--- config.mk ---
export PLATFORM = sky130hd
export DESIGN_NAME = uart_boot_loader
export DESIGN_NICKNAME = d
export VERILOG_FILES = /design/src/rtl/uart_boot_loader_pkg.sv /design/src/rtl/uart_boot_loader_packer.sv /design/src/rtl/uart_boot_loader.sv
export SDC_FILE = /design/constraint.sdc
export NUM_CORES = 1
export LEC_CHECK = 0
export ABC_AREA = 1
export CAP_MARGIN = 0
export CORE_MARGIN = 2
export CORE_UTILIZATION = 50
export DETAILED_ROUTE_END_ITERATION = 10
export GPL_TIMING_DRIVEN = 0
export PLACE_DENSITY_LB_ADDON = 0.2
export SYNTH_ARGS = -nofsm -noshare
export SYNTH_HDL_FRONTEND = slang
export SYNTH_SLANG_ARGS = --single-unit
export TNS_END_PERCENT = 20
--- constraint.sdc ---
create_clock -name clk -period 6.65 [get_ports clk]
set_input_delay 0.665 -clock clk [delete_from_list [all_inputs] [get_ports clk]]
set_output_delay 0.665 -clock clk [all_outputs]
set_load 0.02 [all_outputs]
--- src/rtl/uart_boot_loader_pkg.sv ---
// Store width codes shared with the memory/IO datapath, plus the loader's frame-parser states.
package uart_boot_loader_pkg;

   localparam logic [2:0] STORE_B = 3'b000;
   localparam logic [2:0] STORE_W = 3'b010;

   typedef enum logic [2:0] {
      ST_IDLE,
      ST_LEN,
      ST_ADDR,
      ST_DATA,
      ST_CSUM,
      ST_DONE,
      ST_ERR
   } loader_state_t;

   // Multi-byte header fields arrive least significant byte first.
   function automatic logic [31:0] shift_in_le(input logic [31:0] cur, input logic [7:0] b);
      return {b, cur[31:8]};
   endfunction

endpackage

--- src/rtl/uart_boot_loader_packer.sv ---
// Packs payload bytes into little-endian words, keeps the running checksum and
// owns the store output register so byte capture never waits on an issued store.
module boot_word_packer
   import uart_boot_loader_pkg::*;
(
   input  logic        clk,
   input  logic        rst,
   input  logic        clear,
   input  logic        byte_valid,
   input  logic [7:0]  byte_data,
   input  logic [1:0]  lane,
   input  logic        tail,
   input  logic [31:0] store_addr,
   output logic        we,
   output logic [31:0] address,
   output logic [31:0] wd,
   output logic [2:0]  mem_ctrl,
   output logic [7:0]  sum
);

   logic        we_reg;
   logic [31:0] address_reg;
   logic [31:0] wd_reg;
   logic [2:0]  mem_ctrl_reg;
   logic [7:0]  sum_reg;

   genvar gi;
   generate
      for (gi = 0; gi < 3; gi++) begin : g_lane
         logic [7:0] lane_reg;
         always_ff @(posedge clk) begin
            if (rst) begin
               lane_reg <= '0;
            end else if (byte_valid && lane == 2'(gi)) begin
               lane_reg <= byte_data;
            end
         end
      end
   endgenerate

   always_ff @(posedge clk) begin
      if (rst) begin
         we_reg       <= 1'b0;
         address_reg  <= '0;
         wd_reg       <= '0;
         mem_ctrl_reg <= STORE_W;
         sum_reg      <= '0;
      end else begin
         we_reg <= 1'b0;
         if (clear) begin
            sum_reg <= '0;
         end else if (byte_valid) begin
            sum_reg <= sum_reg + byte_data;
         end
         // Tail bytes never sit in lane 3, so the two store kinds are exclusive.
         if (byte_valid && tail) begin
            we_reg       <= 1'b1;
            address_reg  <= store_addr;
            wd_reg       <= {24'b0, byte_data};
            mem_ctrl_reg <= STORE_B;
         end else if (byte_valid && lane == 2'd3) begin
            we_reg       <= 1'b1;
            address_reg  <= store_addr;
            wd_reg       <= {byte_data, g_lane[2].lane_reg, g_lane[1].lane_reg, g_lane[0].lane_reg};
            mem_ctrl_reg <= STORE_W;
         end
      end
   end

   assign we       = we_reg;
   assign address  = address_reg;
   assign wd       = wd_reg;
   assign mem_ctrl = mem_ctrl_reg;
   assign sum      = sum_reg;

endmodule

--- src/rtl/uart_boot_loader.sv ---
// UART boot loader: parses A5/LEN/BASE/payload/checksum frames, stores the payload
// into RAM and releases the core from reset once a frame loads cleanly.
module uart_boot_loader
   import uart_boot_loader_pkg::*;
#(
   parameter int          MAX_LEN        = 4096,
   parameter int          TIMEOUT_CYCLES = 1000000,
   parameter logic [7:0]  HDR_BYTE       = 8'hA5
) (
   input  logic        clk,
   input  logic        rst,
   input  logic [7:0]  rx_data,
   input  logic        rx_valid,
   output logic [31:0] address,
   output logic [31:0] wd,
   output logic        we,
   output logic [2:0]  mem_ctrl,
   output logic        cpu_rst,
   output logic        done,
   output logic        error
);

   localparam int TW = $clog2(TIMEOUT_CYCLES) + 1;

   loader_state_t state_reg;
   logic [1:0]    byte_cnt_reg;
   logic [31:0]   len_reg;
   logic [31:0]   base_reg;
   logic [31:0]   offset_reg;
   logic [TW-1:0] timer_reg;
   logic          done_reg;
   logic          error_reg;
   logic          cpu_rst_reg;

   logic [31:0] len_next;
   logic [31:0] base_next;
   logic        in_frame;
   logic        timeout_hit;
   logic        hdr_start;
   logic        data_valid;
   logic        tail;
   logic [31:0] store_addr;
   logic [7:0]  sum;

   assign len_next    = shift_in_le(len_reg, rx_data);
   assign base_next   = shift_in_le(base_reg, rx_data);
   assign in_frame    = (state_reg == ST_LEN) || (state_reg == ST_ADDR) ||
                        (state_reg == ST_DATA) || (state_reg == ST_CSUM);
   assign timeout_hit = in_frame && !rx_valid && (timer_reg == TW'(TIMEOUT_CYCLES - 1));
   assign hdr_start   = rx_valid && (rx_data == HDR_BYTE) &&
                        ((state_reg == ST_IDLE) || (state_reg == ST_DONE) || (state_reg == ST_ERR));
   assign data_valid  = rx_valid && (state_reg == ST_DATA);
   // The last LEN%4 bytes lie at or beyond the final whole-word boundary.
   assign tail        = offset_reg >= {len_reg[31:2], 2'b00};
   assign store_addr  = tail ? base_reg + offset_reg : base_reg + {offset_reg[31:2], 2'b00};

   always_ff @(posedge clk) begin
      if (rst) begin
         state_reg    <= ST_IDLE;
         byte_cnt_reg <= '0;
         len_reg      <= '0;
         base_reg     <= '0;
         offset_reg   <= '0;
         timer_reg    <= '0;
         done_reg     <= 1'b0;
         error_reg    <= 1'b0;
         cpu_rst_reg  <= 1'b1;
      end else begin
         if (rx_valid || !in_frame) begin
            timer_reg <= '0;
         end else begin
            timer_reg <= timer_reg + 1'b1;
         end

         case (state_reg)
            ST_IDLE, ST_DONE, ST_ERR: begin
               if (hdr_start) begin
                  state_reg    <= ST_LEN;
                  byte_cnt_reg <= '0;
                  offset_reg   <= '0;
                  done_reg     <= 1'b0;
                  error_reg    <= 1'b0;
                  cpu_rst_reg  <= 1'b1;
               end
            end
            ST_LEN: begin
               if (rx_valid) begin
                  len_reg      <= len_next;
                  byte_cnt_reg <= byte_cnt_reg + 1'b1;
                  if (byte_cnt_reg == 2'd3) begin
                     if (len_next > 32'(MAX_LEN)) begin
                        state_reg <= ST_ERR;
                        error_reg <= 1'b1;
                     end else begin
                        state_reg <= ST_ADDR;
                     end
                  end
               end
            end
            ST_ADDR: begin
               if (rx_valid) begin
                  base_reg     <= base_next;
                  byte_cnt_reg <= byte_cnt_reg + 1'b1;
                  if (byte_cnt_reg == 2'd3) begin
                     if (base_next[1:0] != 2'b00) begin
                        state_reg <= ST_ERR;
                        error_reg <= 1'b1;
                     end else if (len_reg == '0) begin
                        state_reg <= ST_CSUM;
                     end else begin
                        state_reg <= ST_DATA;
                     end
                  end
               end
            end
            ST_DATA: begin
               if (rx_valid) begin
                  offset_reg <= offset_reg + 32'd1;
                  if (offset_reg == len_reg - 32'd1) begin
                     state_reg <= ST_CSUM;
                  end
               end
            end
            ST_CSUM: begin
               if (rx_valid) begin
                  if (rx_data == sum) begin
                     state_reg   <= ST_DONE;
                     done_reg    <= 1'b1;
                     cpu_rst_reg <= 1'b0;
                  end else begin
                     state_reg <= ST_ERR;
                     error_reg <= 1'b1;
                  end
               end
            end
            default: state_reg <= ST_IDLE;
         endcase

         if (timeout_hit) begin
            state_reg <= ST_ERR;
            error_reg <= 1'b1;
         end
      end
   end

   boot_word_packer u_packer (
      .clk        (clk),
      .rst        (rst),
      .clear      (hdr_start),
      .byte_valid (data_valid),
      .byte_data  (rx_data),
      .lane       (offset_reg[1:0]),
      .tail       (tail),
      .store_addr (store_addr),
      .we         (we),
      .address    (address),
      .wd         (wd),
      .mem_ctrl   (mem_ctrl),
      .sum        (sum)
   );

   assign done    = done_reg;
   assign error   = error_reg;
   assign cpu_rst = cpu_rst_reg;

endmodule

==> reports/metrics.csv, run 1 <==
stage;metric;value;unit
clocking;cts hold-fix bufs;0;
logic_synthesis;count of flip-flops with a built-in enable after synthesis;0;
power;PwrDens;273;nW/um^2
global_routing;GR Util All Layers;31.8;%
clocking;CTS Sinks;223;
logic_synthesis;Cell Area, Synth;13900;sq um
logic_synthesis;async set or reset register ratio after synthesis;0;%
clocking;Clock Tree Buf Depth;3;
clocking;latest clock arrival within the worst-skew pair;0.54;ns
sta;fin crit share;57.2;%
worst_hold_path;worst hold path class;reg -> reg;
logic_synthesis;Yosys cell types;53;
die;full die area;29200;sq um
clocking;CTS resizes;0;
die;die height;171;um
worst_setup_path;Slowest-stage cell, CP;nor4_1;
die;I/O pin count;82;
place;gpl congestion;1.02;
sta;fin crit period;3.80;ns
logic_synthesis;synthesized flop and latch total;223;
detailed_routing;Antenna Nets Post-Route;0;
global_routing;largest net degree at the start of global routing;14;
sta;Final Skew;0.0342;ns
power;Static Leak;7.18;nW
worst_setup_path;Setup CP Type;reg -> reg;
power;Worst VDD drop;0.273;mV
clocking;CTS Root Cell;clkbuf_16;
sta;Final TNS setup;0;ns
logic_synthesis;Synth area leader;dfxtp_1;
sta;FMAX;263;MHz
sta;fin. max-slew vios;0;
sta;Slew Limit Headroom;33.3;%
detailed_routing;Vias/cell;5.55;
global_routing;vias in the first global route;13926;
detailed_routing;drt first pass iters;6;
sta;Worst-Margin Slew;0.998;ns
detailed_routing;Wirelength per Cell;17.6;um
sta;# setup viols final;0;
global_routing;initial antenna violation count;0;
cells_and_area;antenna cells;0;
clocking;# Post-CTS Setup Buffers;0;
clocking;CTS tree;yes;
outcome;status;finished, final reports clean;
place;post-placement cell count;2566;
logic_synthesis;top-count cell post-synth;nand2_1;
clocking;Clock transition at path regs;0.06;ns
global_routing;total grt overflow;0;
logic_synthesis;synth cell count leaders;nand2_1 (476), nor2_1 (293), dfxtp_1 (223), a21oi_1 (196), inv_1 (194);
worst_setup_path;CP required;7.05;ns
cells_and_area;# nets final;2305;
detailed_routing;drt total wl;46000;um
logic_synthesis;Ys Warns;0;
logic_synthesis;Area contributors post-synth;dfxtp_1 (32%), nand2_1 (13%), nor2_1 (7.9%);
logic_synthesis;sequential fraction of the synthesis area;32.0;%
global_routing;first-pass GRT wire length;73000;um
detailed_routing;Remaining DRCs;0;
cells_and_area;layout cells sized above 1;4.30;%
sta;Final Hold Fails;0;
place;placed wire-length estimate;36300;um
logic_synthesis;cell count after synthesis;2109;
logic_synthesis;Synth Area per Inst;6.61;sq um
logic_synthesis;post-synth top area share;32.0;%
logic_synthesis;ys flop type;dfxtp_1;
die;Initial Util;50.4;%
die;core area;27600;sq um
worst_setup_path;CP max stage delay;0.55;ns
detailed_routing;vias;14496;
worst_setup_path;Max FO, Critical Path;10;
place;Port Buffers;78;
flow_run;Maximum Capacitance Violations;0;
worst_setup_path;crit path DAT;4.20;ns
worst_setup_path;CP Cell Sequence;inv_1 -> ha_1 -> nand2_1 -> nor2_1 -> nand2_1 -> nor4_1 -> nand3_1 -> nand3_2 -> nand2_1 -> nand2_1 -> inv_1 -> buf_2 -> nor2_1 -> nor2_1;
clocking;CTS H-tree lvls;1;
worst_setup_path;CP most frequent cell;nand2_1;
cells_and_area;fin util;58.2;%
sta;RSZ-0062 raised after global routing;false;
cells_and_area;area delta synth->final;15.4;%
worst_setup_path;critical path launch point type;flop;
worst_setup_path;CP Capture Type;flop;
cells_and_area;final cell count without fillers;2612;
clocking;CTS Buf Count;26;
die;Rows;61;
power;total power;4.38;mW
die;Die Wd;171;um
detailed_routing;Starting DRT DRC Count;1290;
[path summary, 6_finish.rpt]
| check | start | end | slack [ns] | cells past startpoint |
|---|---|---|---|---|
| max | len_reg[25] | u_packer.address[25] | 2.85 | 14 |
| min | timer_reg[0] | timer_reg[0] | 0.44 | 1 |
| max reg2reg | len_reg[25] | u_packer.address[25] | 2.85 | 14 |
| min reg2reg | timer_reg[0] | timer_reg[0] | 0.44 | 1 |
[cells in the final DEF (no fill, tap or decap), types with 5 or more instances in the layout]
cell type and instances:
nor2_2 13, ha_1 75, o21a_1 5, clkbuf_8 6
o21ai_0 193, a21oi_1 196, nand4_1 27, nor3b_1 5
clkbuf_1 54, nand3b_1 8, inv_1 194, nand3_1 87
clkdlybuf4s50_1 78, xor2_1 68, nand2_2 6, dfxtp_1 223
nor4_1 17, buf_1 5, nor2_4 5, o21ai_1 7
nor2_1 293, a21boi_0 5, xnor2_1 21, clkinv_1 7
nand2_1 476, o21bai_1 10, clkbuf_16 27, a211oi_1 14
nor3_1 45
[metrics by stage]
stage	instance area, sq um	setup slack [ns]	hold slack [ns]
4_1_cts	16100	2.93	0.448
3_3_place_gp	15200	2.99	0.428
2_1_floorplan	13900	4.24	0.418
6_report	16100	2.85	0.442
3_5_place_dp	15200	3.00	0.439
5_1_grt	16100	2.60	0.458
[final cells by class]
class	count	area [sq um]
sequential	223	4460
fill	2727	11500
multi-input combinational	1619	8440
timing repair buffer	78	781
tap	378	473
clock inverter	9	114
clock buffer	37	773
inverter	205	774
buffer	63	264
[cells by family (layout without fill, tap and decap cells)]
kind of cell	count (synthesis)	count (layout)	synth area share, %
AO/OA/AOI/OAI	452	452	17.3
XOR/XNOR	89	89	5.59
flip-flops	223	223	32.0
AND/OR/NAND/NOR	998	998	30.4
buffers and inverters	268	392	7.45
adder cells (fa/ha/maj)	78	78	7.16
other	1	2	0.0269
[power breakdown]
group | internal (mW) | switching [mW]
combinational | 0.429 | 1.08
sequential | 1.37 | 0.0456
clock | 0.887 | 0.576
total | 2.69 | 1.70
[layer usage]
metal,GRT usage (%),routed length (um)
met4,16.6,2700
met3,4.23,2800
met1,40.5,19600
met2,52.5,20800
met5,0,0
[worst max-delay path, delay by kind of cell, from the launching register on]
| family | cells | cell delay [ns] |
|---|---|---|
| simple gates | 10 | 2.22 |
| fa+ha+maj | 1 | 0.34 |
| flops | 1 | 0.47 |
| buf+inv | 3 | 0.60 |
No activity file was read; power rests on OpenSTA's default activity.
==> inputs of run 2 (changes only) <==
==> constraint.sdc (replaced) <==
create_clock -name clk -period 3.6 [get_ports clk]
set_input_delay 0.36 -clock clk [delete_from_list [all_inputs] [get_ports clk]]
set_output_delay 0.36 -clock clk [all_outputs]
set_load 0.02 [all_outputs]
==> run 2 against run 1 <==
Sequential power grew 85%. Critical path depth shrank 2. Via count grew 0.12%. Highest routed layer unchanged. Maximum frequency grew 10%. Flip-flop and latch count is the same. Critical endpoint is now u_packer.address[2]. Non-clock buffer count is the same. Global-route usage is essentially flat. Die area is the same. Clock-buffer cell count is the same. First-iteration DRC count shrank 4.9%. Wire length grew 0.37%.
==> reports/metrics.csv, run 2 (synthesis gave the netlist of run 1 again) <==
stage;metric;value;unit;change
outcome;status;finished, final reports clean;;
die;Initial Util;50.4;%;unchanged
clocking;CTS Sinks;223;;unchanged
clocking;CTS Buf Count;26;;unchanged
cells_and_area;final cell count without fillers;2612;;unchanged
cells_and_area;most frequent cells in the layout;nand2_1 (475), nor2_1 (293), dfxtp_1 (223);;
worst_setup_path;critical path launch point type;flop;;
place;gpl congestion;1.02;;unchanged
global_routing;vias in the first global route;13942;;+0.11%
sta;Slew Limit Headroom;32.2;%;-1.0 points
sta;FMAX;290;MHz;+10%
sta;# setup viols final;0;;unchanged
power;Worst VDD drop;0.529;mV;+94%
clocking;CTS tree;yes;;
cells_and_area;fillers;2725;;-0.073%
detailed_routing;Antenna Nets Post-Route;0;;unchanged
clocking;CTS Root Cell;clkbuf_16;;
worst_setup_path;R2R setup slack;0.16;ns;-2.69 ns
detailed_routing;drt first pass iters;5;;-1
sta;RSZ-0062 raised after global routing;false;;
cells_and_area;fin util;58.3;%;+0.072 points
global_routing;GR Util All Layers;31.8;%;about the same
sta;Final Hold Fails;0;;unchanged
clocking;cts hold-fix bufs;0;;unchanged
detailed_routing;Starting DRT DRC Count;1227;;-4.9%
cells_and_area;commonest non-fill, non-tap cell in the layout;nand2_1;;
clocking;latest clock arrival within the worst-skew pair;0.54;ns;about the same
cells_and_area;# nets final;2305;;unchanged
cells_and_area;antenna cells;0;;unchanged
sta;fin crit share;95.7;%;+38 points
clocking;# Post-CTS Setup Buffers;0;;unchanged
worst_setup_path;CP required;4.06;ns;-2.99 ns
worst_setup_path;CP Capture Type;flop;;
power;total power;8.14;mW;+86%
worst_setup_path;reg2reg end;u_packer.address[2];;
place;placed wire-length estimate;36300;um;unchanged
place;dpl ws;-0.0539;ns;-3.05 ns
place;post-placement cell count;2566;;unchanged
power;Static Leak;7.19;nW;+0.16%
worst_setup_path;R2R depth;12;;-2
worst_setup_path;Setup crit end;u_packer.address[2];;
global_routing;initial antenna violation count;0;;unchanged
global_routing;total grt overflow;0;;unchanged
worst_setup_path;Setup CP Type;reg -> reg;;
die;core area;27600;sq um;unchanged
die;Die Wd;171;um;unchanged
sta;fin. max-slew vios;0;;unchanged
clocking;CTS resizes;1;;+1
global_routing;largest net degree at the start of global routing;14;;unchanged
worst_hold_path;worst hold path class;in -> reg;;
worst_setup_path;RR Startpoint;len_reg[19];;
die;I/O pin count;82;;unchanged
cells_and_area;area delta synth->final;15.5;%;
detailed_routing;Vias/cell;5.56;;+0.12%
cells_and_area;layout cells sized above 1;4.52;%;+0.22 points
clocking;Clock transition at path regs;0.06;ns;about the same
cells_and_area;area of the multi-input gates;8450;sq um;+0.19%
worst_setup_path;critical path launch point;len_reg[19];;
detailed_routing;Wirelength per Cell;17.7;um;+0.37%
clocking;Clock Tree Buf Depth;3;;unchanged
sta;Final Skew;0.0356;ns;+0.00149 ns
sta;Worst-Margin Slew;1.01;ns;+0.0151 ns
global_routing;first-pass GRT wire length;73100;um;+0.11%
die;die height;171;um;unchanged
worst_setup_path;crit path DAT;3.90;ns;-0.30 ns
cells_and_area;storage element area;4460;sq um;unchanged
sta;post-route worst setup slack;0.156;ns;-2.69 ns
detailed_routing;drt total wl;46100;um;+0.37%
sta;fin crit period;3.44;ns;-0.359 ns
detailed_routing;vias;14514;;+0.12%
place;Port Buffers;78;;unchanged
flow_run;Maximum Capacitance Violations;0;;unchanged
die;Rows;61;;unchanged
die;full die area;29200;sq um;unchanged
detailed_routing;Remaining DRCs;0;;unchanged
worst_setup_path;Max FO, Critical Path;10;;unchanged
clocking;CTS H-tree lvls;1;;unchanged
power;PwrDens;506;nW/um^2;+85%
## run 2: metal layers
| metal | wire [um] | vias to the layer above | global-route usage, % |
|---|---|---|---|
| met3 | 2940 | 127 | 4.23 |
| met4 | 2680 | 0 | 16.3 |
| met2 | 21000 | 486 | 52.7 |
| li1 | - | 7180 | - |
| met1 | 19600 | 6721 | 40.5 |
| met5 | 0 | - | 0 |
## run 2: area by class of cell
class | instances | share of cell area, %
inverters | 205 | 4.81
flip-flops and latches | 223 | 27.7
well taps | 378 | 2.94
repair buffers | 78 | 4.85
plain buffers | 63 | 1.66
clock inverters | 9 | 0.707
multi-input cells | 1619 | 52.5
clock buffers | 37 | 4.80
## run 2: worst min-delay path by stage
stage	end	slack (ns)	startpoint	depth (start not counted)
floorplan	timer_reg[0]	0.42	timer_reg[0]	1
global placement	timer_reg[0]	0.43	timer_reg[0]	1
CTS	byte_cnt_reg[1]	0.32	rst	2
finish	byte_cnt_reg[1]	0.35	rst	2
global route	byte_cnt_reg[1]	0.36	rst	2
detailed placement	done	0.44	done	2
## run 2: metrics by stage
step / TNS [ns] / hold WS, ns / area [sq um]
2_1_floorplan: 0 / 0.418 / 13900
3_3_place_gp: -0.179 / 0.428 / 15200
3_5_place_dp: -0.187 / 0.439 / 15200
4_1_cts: 0 / 0.323 / 16100
5_1_grt: 0 / 0.365 / 16100
6_report: 0 / 0.347 / 16100
## run 2: where the power goes
group | internal (mW) | total, mW | switching (mW)
clock | 1.64 | 2.71 | 1.07
combinational | 0.816 | 2.81 | 2.00
sequential | 2.53 | 2.62 | 0.0858
total | 4.99 | 8.14 | 3.15
## run 2: worst max-delay path: stages, from the launching register on
cell and delay [ns]:
dfxtp_1 0.45, inv_1 0.17, ha_1 0.34, a21oi_1 0.16, o21ai_0 0.10, nand4_1 0.08, o211ai_1 0.15, a31oi_1 0.40
nand3_4 0.30, clkbuf_1 0.37, o21ai_0 0.60, nor2_1 0.11, nor2_1 0.11
==> inputs of run 3 (changes only) <==
==> constraint.sdc (replaced) <==
create_clock -name clk -period 3.1 [get_ports clk]
set_input_delay 0.31 -clock clk [delete_from_list [all_inputs] [get_ports clk]]
set_output_delay 0.31 -clock clk [all_outputs]
set_load 0.02 [all_outputs]
==> run 3 against run 2 <==
Global-route usage grew 0.15 points. Flip-flop and latch count stayed put. Wire length up 0.30%. Maximum frequency increased by 14%. Via count grew 0.23%. Clock skew shrank 0.0046 ns. Worst setup slack worse by 0.084 ns. Hold slack got worse by 0.051 ns. Cell area up 0.69%. Critical endpoint is now u_packer.address[25].
==> reports/metrics.csv, run 3 (synthesis gave the netlist of run 1 again) <==
stage;metric;value;unit;change
power;Worst VDD drop;0.622;mV;+18%
sta;Final TNS setup;0;ns;unchanged
clocking;Clock transition at path regs;0.06;ns;about the same
worst_setup_path;CP Cell Sequence;inv_1 -> ha_1 -> nand2_1 -> nor2_1 -> nand2_1 -> nor4_4 -> nand3_1 -> nand3_4 -> nand2_4 -> nand2_2 -> inv_2 -> clkbuf_4 -> nor2_1 -> nor2_1;;
global_routing;first-pass GRT wire length;73300;um;+0.29%
clocking;CTS H-tree lvls;1;;unchanged
place;placed wire-length estimate;36300;um;unchanged
outcome;status;finished, final reports clean;;
die;full die area;29200;sq um;unchanged
die;core area;27600;sq um;unchanged
cells_and_area;# nets final;2309;;+0.17%
worst_setup_path;Worst path top cell family by delay;simple AND/OR/NAND/NOR gates;;
die;Initial Util;50.4;%;unchanged
power;PwrDens;596;nW/um^2;+18%
clocking;CTS Sinks;223;;unchanged
die;die height;171;um;unchanged
clocking;CTS tree;yes;;
cells_and_area;most frequent cells in the layout;nand2_1 (473), nor2_1 (292), dfxtp_1 (216);;
worst_hold_path;worst hold path class;in -> reg;;
detailed_routing;Antenna Nets Post-Route;0;;unchanged
global_routing;GR Util All Layers;31.9;%;+0.15 points
place;Port Buffers;78;;unchanged
worst_setup_path;Slowest-stage cell, CP;dfxtp_1;;
detailed_routing;drt total wl;46300;um;+0.30%
worst_setup_path;CP required;3.51;ns;-0.55 ns
sta;RSZ-0062 raised after global routing;false;;
detailed_routing;Starting DRT DRC Count;1415;;+15%
sta;fin crit share;97.7;%;+2.0 points
worst_setup_path;worst path bufs/invs;3;;+1
sta;# setup viols final;0;;unchanged
clocking;cts hold-fix bufs;0;;unchanged
sta;Slew Limit Headroom;34.3;%;+2.1 points
detailed_routing;drt first pass iters;6;;+1
worst_setup_path;CP most frequent cell;nor2_1;;
global_routing;largest net degree at the start of global routing;14;;unchanged
detailed_routing;Remaining DRCs;0;;unchanged
worst_setup_path;Setup CP Type;reg -> reg;;
clocking;Clock Tree Buf Depth;3;;unchanged
cells_and_area;area delta synth->final;16.3;%;
detailed_routing;vias;14548;;+0.23%
worst_setup_path;R2R depth;14;;+2
power;total power;9.66;mW;+19%
flow_run;Maximum Capacitance Violations;0;;unchanged
place;placed instance area;15200;sq um;unchanged
detailed_routing;Wirelength per Cell;17.7;um;+0.14%
cells_and_area;fillers;2711;;-0.51%
worst_setup_path;critical path launch point type;flop;;
clocking;CTS Root Cell;clkbuf_16;;
worst_setup_path;CP Capture Type;flop;;
sta;Final Hold Fails;0;;unchanged
clocking;latest clock arrival within the worst-skew pair;0.54;ns;about the same
cells_and_area;commonest non-fill, non-tap cell in the layout;nand2_1;;
worst_setup_path;WP depth;14;;+2
cells_and_area;Final Cell Area;16200;sq um;+0.69%
sta;post-route worst setup slack;0.0726;ns;-0.0838 ns
sta;fin. max-slew vios;0;;unchanged
clocking;CTS Buf Count;26;;unchanged
detailed_routing;Vias/cell;5.56;;about the same
worst_setup_path;crit path DAT;3.43;ns;-0.47 ns
worst_hold_path;hold path depth;2;;unchanged
worst_setup_path;Max FO, Critical Path;10;;unchanged
die;I/O pin count;82;;unchanged
place;dpl ws;-0.554;ns;-0.500 ns
die;Rows;61;;unchanged
global_routing;total grt overflow;0;;unchanged
sta;FMAX;330;MHz;+14%
cells_and_area;layout cells sized above 1;5.81;%;+1.3 points
sta;fin crit period;3.03;ns;-0.416 ns
power;Static Leak;7.26;nW;+0.86%
global_routing;vias in the first global route;13973;;+0.22%
sta;Final Skew;0.0310;ns;-0.00465 ns
die;Die Wd;171;um;unchanged
place;gpl congestion;1.02;;unchanged
cells_and_area;antenna cells;0;;unchanged
sta;Worst-Margin Slew;0.982;ns;-0.0309 ns
worst_setup_path;CP max stage delay;0.48;ns;-0.12 ns
global_routing;initial antenna violation count;0;;unchanged
==> run 3: cell count changes in the layout (fill, tap and decap cells not counted), moves of 3 or more <==
cell,delta
buf_4,+4
clkbuf_1,-6
clkbuf_2,+3
clkbuf_4,+6
dfxtp_1,-7
dfxtp_2,+7
inv_1,-3
o21ai_0,-4
==> run 3: metal layers <==
metal / track usage, % / up-vias / wire (um)
met2: 53.0 / 504 / 21100
li1: - / 7201 / -
met5: 0 / - / 0
met1: 40.7 / 6707 / 19700
met4: 16.4 / 0 / 2620
met3: 4.14 / 136 / 2820
==> run 3: repair_timing <==
item / in CTS / in global routing
pin swaps: 1 / 2
setup endpoints to repair: 64 / 58
resized for setup: 12 / 40
buffers inserted: 2 / 2
cloned: 0 / 0
==> run 3: power breakdown <==
group	switching, mW	internal [mW]	leakage [nW]
clock	1.24	1.90	0.432
combinational	2.41	1.06	5.02
sequential	0.0986	2.94	1.80
==> run 3: layout make-up <==
type	count	area [sq um]	share of cell area (%)
Buffer	63	292	1.80
Clock buffer	37	773	4.77
Clock inverter	9	114	0.702
Multi-Input combinational cell	1619	8500	52.4
Tap cell	378	473	2.92
Timing Repair Buffer	82	811	5.00
Sequential cell	223	4470	27.6
Inverter	205	778	4.80
==> run 3: metrics by stage <==
step / instances / hold slack (ns) / util, %
after global routing: 2616 / 0.319 / 58.7
final: 2616 / 0.296 / 58.7
after floorplan: 2110 / 0.418 / -
after CTS: 2614 / 0.273 / 58.4
after detailed placement: 2566 / 0.439 / 55.0
after global placement: 2566 / 0.428 / 55.0
==> run 3: path summary, 6_finish.rpt <==
kind	startpoint	endpoint	slack [ns]
setup / recovery	len_reg[26]	u_packer.address[25]	0.07
hold / removal	rst	byte_cnt_reg[1]	0.30
setup reg to reg	len_reg[26]	u_packer.address[25]	0.07
hold reg to reg	timer_reg[0]	timer_reg[0]	0.44
